File: config.mk
export PLATFORM = sky130hd
export DESIGN_NAME = spi_frame_rx
export DESIGN_NICKNAME = d
export VERILOG_FILES = /design/src/rtl/spi_frame_rx.sv
export SDC_FILE = /design/constraint.sdc
export NUM_CORES = 1
export LEC_CHECK = 0
export ABC_AREA = 1
export ABC_CLOCK_PERIOD_IN_PS = 4000
export CORE_ASPECT_RATIO = 0.75
export CORE_MARGIN = 4
export CORE_UTILIZATION = 34
export DETAILED_ROUTE_END_ITERATION = 6
export PLACE_DENSITY = 0.58
export SYNTH_ARGS = -nofsm -noshare
export SYNTH_HDL_FRONTEND = slang
export SYNTH_SLANG_ARGS = --single-unit
File: constraint.sdc
create_clock -name clk -period 4 [get_ports clk]
set_input_delay 0.6 -clock clk [delete_from_list [all_inputs] [get_ports clk]]
set_output_delay 0.6 -clock clk [all_outputs]
set_load 0.005 [all_outputs]
File: src/rtl/spi_frame_rx.sv
// Framed SPI slave receiver (CPOL=0/CPHA=0) sampled entirely in the clk domain.
// Publishes NUM_CH words of CH_WIDTH bits per good frame through a valid/ack handshake.
module spi_frame_rx #(
  parameter int NUM_CH      = 4,
  parameter int CH_WIDTH    = 32,
  parameter int SYNC_STAGES = 2
) (
  input  logic                         clk,
  input  logic                         reset_n,
  input  logic                         sck,
  input  logic                         sdi,
  input  logic                         ce,
  output logic [NUM_CH*CH_WIDTH-1:0]   frame_data,
  output logic                         frame_valid,
  input  logic                         frame_ack,
  output logic                         frame_err,
  output logic                         overrun,
  output logic [7:0]                   frame_cnt
);

  localparam int FRAME_BITS = NUM_CH * CH_WIDTH;
  localparam int CNT_W      = $clog2(FRAME_BITS + 2);
  localparam int WARM_W     = $clog2(SYNC_STAGES + 2);

  localparam logic [CNT_W-1:0]  CNT_FULL  = CNT_W'(FRAME_BITS);
  localparam logic [CNT_W-1:0]  CNT_SAT   = CNT_W'(FRAME_BITS + 1);
  localparam logic [WARM_W-1:0] WARM_DONE = WARM_W'(SYNC_STAGES + 1);

  typedef enum logic [1:0] {
    IDLE  = 2'd0,
    SHIFT = 2'd1,
    CHECK = 2'd2
  } state_t;

  logic [SYNC_STAGES-1:0] sck_sync_reg;
  logic [SYNC_STAGES-1:0] sdi_sync_reg;
  logic [SYNC_STAGES-1:0] ce_sync_reg;
  logic                   sck_d_reg;
  logic                   ce_d_reg;
  logic [WARM_W-1:0]      warm_reg;

  state_t                 state_reg;
  logic [FRAME_BITS-1:0]  shift_reg;
  logic [CNT_W-1:0]       bit_cnt_reg;

  logic sck_s, sdi_s, ce_s;
  logic warm_done;
  logic sck_rise, ce_rise, ce_fall;

  assign sck_s     = sck_sync_reg[SYNC_STAGES-1];
  assign sdi_s     = sdi_sync_reg[SYNC_STAGES-1];
  assign ce_s      = ce_sync_reg[SYNC_STAGES-1];
  assign warm_done = (warm_reg == WARM_DONE);

  assign sck_rise = sck_s & ~sck_d_reg;
  // Until the pipeline has flushed, a 0->1 on synced ce only reflects reset
  // values, so a ce held high through reset must be toggled before a frame starts.
  assign ce_rise  = ce_s & ~ce_d_reg & warm_done;
  assign ce_fall  = ~ce_s & ce_d_reg;

  always_ff @(posedge clk or negedge reset_n) begin
    if (!reset_n) begin
      sck_sync_reg <= '0;
      sdi_sync_reg <= '0;
      ce_sync_reg  <= '0;
      sck_d_reg    <= 1'b0;
      ce_d_reg     <= 1'b0;
      warm_reg     <= '0;
    end else begin
      sck_sync_reg <= {sck_sync_reg[SYNC_STAGES-2:0], sck};
      sdi_sync_reg <= {sdi_sync_reg[SYNC_STAGES-2:0], sdi};
      ce_sync_reg  <= {ce_sync_reg[SYNC_STAGES-2:0], ce};
      sck_d_reg    <= sck_s;
      ce_d_reg     <= ce_s;
      if (!warm_done) warm_reg <= warm_reg + WARM_W'(1);
    end
  end

  always_ff @(posedge clk or negedge reset_n) begin
    if (!reset_n) begin
      state_reg   <= IDLE;
      shift_reg   <= '0;
      bit_cnt_reg <= '0;
      frame_data  <= '0;
      frame_valid <= 1'b0;
      frame_err   <= 1'b0;
      overrun     <= 1'b0;
      frame_cnt   <= 8'd0;
    end else begin
      frame_err <= 1'b0;
      overrun   <= 1'b0;
      if (frame_valid && frame_ack) frame_valid <= 1'b0;

      case (state_reg)
        IDLE: begin
          if (ce_rise) begin
            state_reg   <= SHIFT;
            shift_reg   <= '0;
            bit_cnt_reg <= '0;
          end
        end
        SHIFT: begin
          if (sck_rise) begin
            shift_reg <= {shift_reg[FRAME_BITS-2:0], sdi_s};
            if (bit_cnt_reg != CNT_SAT) bit_cnt_reg <= bit_cnt_reg + CNT_W'(1);
          end
          if (ce_fall) state_reg <= CHECK;
        end
        CHECK: begin
          state_reg <= IDLE;
          if (bit_cnt_reg == CNT_FULL) begin
            // A publish overrides a same-cycle ack clearing frame_valid.
            frame_data  <= shift_reg;
            frame_valid <= 1'b1;
            frame_cnt   <= frame_cnt + 8'd1;
            overrun     <= frame_valid & ~frame_ack;
          end else begin
            frame_err <= 1'b1;
          end
        end
        default: state_reg <= IDLE;
      endcase
    end
  end

endmodule

==> impl_results.md <==
- Post-CTS Setup Repair Bufs: 0
- Antenna cells: 0
- Fillcell total: ~3,300
- First-pass GRT wire length: around 42 mm
- Slew HR: 30.8%
- Post-synth top cells: 287 x dfrtp_1, 191 x nand2_1, 149 x inv_1
- Pin count of the biggest net entering global routing: approximately 190
- GRT Util Overall: 13.1%
- Pint: around 4700 uW
- Logic pwr share: 6.3%
- Cell with the most instances after synthesis: dfrtp_1
- DRT antenna net count: 0
- Crit path max-delay family: buffers and inverters
- Crit path arrival time: about 2.9 ns
- Overflow after GRT: 0
- Tmin final: 2.43 ns
- Layout area overhead: 22.5%
- Starting density of the core: roughly 35%
- Vias in the first global route: 7,993
- Vias per inst: 4.52
- Design area: approximately 14,000 sq um
- Die area: 37,300 sq um
- Peak Freq: between 0.4 and 0.5 GHz
- Final Non-Filler Cells: 1,729
- Final hold vios: 0
- Dpl hpwl: 14.6 mm
- Flop2flop setup slack: 1.57 ns
- IO Port Bufs: 144
- H-tree depth: 1
- Sw frac: 24.2%
- Cell mode on critical path: buf_4
- Syn_area_per_cell: 10.2 sq um
- EDFF count, synth: 0
- Max-cap violations: 0
- Depth of the most critical reg-to-reg path: 6
- Initial DRC count: 555
- Slowest stage delay, CP: 0.77 ns
- PD cells: between 400 and 500 nW/um^2
- Unrepaired setup endpoints after global routing: no
- Final Total Pwr: 6210 uW
- Hold bufs inserted after CTS: 0
- Max VDD drop: 0.000300 V
- Crit path capture type: register
- Yosys reg bits: 287
- Top-area cell type share of the netlist area: 61.7%
- Highest-delay cell along the critical path: buf_4
- Synth cell types: 24
- Yosys top cell by area: dfrtp_1
- Row count: 58
- Reg2reg start: state_reg[0]
- DR pass1 iterations: 5
- Dpl cell area: ~13,000 sq um
- Worst r2r dst: bit_cnt_reg[3]
- Syn Inst Count: between 1,000 and 1,500
- Seq/Total Area, Yosys: 61.7%
- Share of cells above drive strength 1: 12.5%
- P_sw: 1500 uW
- CTS root buf: clkbuf_16
- Worst-path clk slew: 0.06 ns
- DIE WIDTH: approximately 220 microns
- Seq pwr share: between 40% and 50%
- Die height: 168 microns
- CTS tree: yes
- Crit path cell chain: inv_1 > nor2_4 > buf_4 > buf_4 > nand3_1 > o21ai_0
- Startpoint Class: register
- Slew Limit Fails: 0
- Leak: around 0.0061 uW
- WL final: between 20 and 25 mm
- CP max FO: 77
- Asr flop ratio synth: 100%
- Nets@finish: 1,269
- Hold WC Path Type: in -> async
- Crit path from: state_reg[0]
- Actual slew at the worst max-slew pin: 1.04 ns
- CP Capture Point: bit_cnt_reg[3]
- Mapped Nets: 1,153
- CTS sink cnt: 287
- DR WL/cell: about 14 microns
- Final TNS setup: 0 ns
- DR vias: 7,822
- Initial antenna violation count: 0
- CP Class: reg -> reg
- Ys Warns: 0
- Post-CTS Resized: 0
- Top FF cell, synth: dfrtp_1
- Clock power share: 46.2%
- Clock tree buffer depth: 3
- Final worst path period share: 60.8%
- Outcome: finished, final reports clean
- Largest cells by area after synthesis: dfrtp_1 62%, o21ai_2 6.8%, o21ai_0 6.3%, nand2_1 6.2%, nand3_1 5.8%
- Data required, critical path: ~4.5 ns
- CP Buf/Inv Count: 3
- DRC: 0
- Critical Path Stages: 6
- Worst Skew: 0.0199 ns
- Number of CTS-inserted buffers: 30
- Synthesized cell area: 11,600 sq um
- GP Congestion: 0.768
- I/O pin cnt: 145
- Core Area: approximately 34,000 sq um
- Final setup vio count: 0
- Worst skew pair latency: 0.56 ns
- Placed insts: 1,676
## worst min path at each step
stage,start,end,slack [ns],cells after the start
final,reset_n,shift_reg[80],0.08,1
after global routing,reset_n,shift_reg[79],0.18,1
after CTS,reset_n,shift_reg[28],0.17,1
after detailed placement,sdi_sync_reg[0],sdi_sync_reg[1],0.34,0
after global placement,sdi_sync_reg[0],sdi_sync_reg[1],0.34,0
after floorplan,reset_n,bit_cnt_reg[0],0.30,0
## cell type report
type	count	area, sq um	area share, %
tap	450	563	3.95
inverter	151	567	3.97
clock inverter	12	148	1.03
clock buffer	41	873	6.12
multi-input combinational	631	3350	23.5
timing repair buffer	157	1580	11.1
sequential	287	7180	50.3
## per-layer routing
metal  wire length (microns)  global-route usage [%]
met5                       0                       0
met4                     406                    2.35
met3                    1220                    3.40
met2                   10100                    20.1
met1                   12000                    19.1
## through the flow
stage	util (%)	setup WS (ns)	hold WS (ns)
after floorplan	-	2.54	0.304
after global placement	39.3	1.59	0.336
after detailed placement	39.3	1.52	0.336
after CTS	42.4	1.52	0.167
after global routing	42.4	1.27	0.181
final	42.4	1.57	0.0816
## power by group through the flow
stage          Sequential, uW  Clock, uW  Combinational [uW]
6_report                 2950       2860                 392
3_5_place_dp             3000          0                 401
3_3_place_gp             3000          0                 400
5_1_grt                  2950       3090                 457
4_1_cts                  2950       2960                 402
2_1_floorplan            3000          0                 306
## logic make-up (layout without fill, tap and decap cells)
group | count (synthesis) | count (layout) | share of synthesized area, %
AND/OR/NAND/NOR | 350 | 350 | 12.9
flip-flops | 287 | 287 | 61.7
AO/OA/AOI/OAI | 268 | 268 | 14.4
buffers and inverters | 224 | 361 | 9.83
XOR/XNOR | 7 | 7 | 0.526
adder cells (fa/ha/maj) | 5 | 5 | 0.537
multiplexers | 1 | 1 | 0.0967
## placed cells by master, fill, tap and decap left out
cell type        instances
inv_1                  149
xor2_1                   3
inv_2                    2
buf_4                   10
nand2_8                  2
nor2_1                  15
ha_1                     5
clkinvlp_4               2
mux2_2                   1
clkdlybuf4s50_1        143
nand3_1                136
nor2_4                   1
bufinv_16                3
clkbuf_1                 4
o21ai_2                 90
xnor2_1                  4
nand2_1                191
dfrtp_1                287
clkinv_2                 5
buf_8                    1
buf_12                   3
clkbuf_8                 6
nor3_1                   2
o21ai_0                146
o21ai_1                 32
clkinv_4                 2
nor4_1                   1
nor3_2                   1
nand4_1                  1
clkbuf_16               31
No activity file was read; power rests on OpenSTA's default activity.
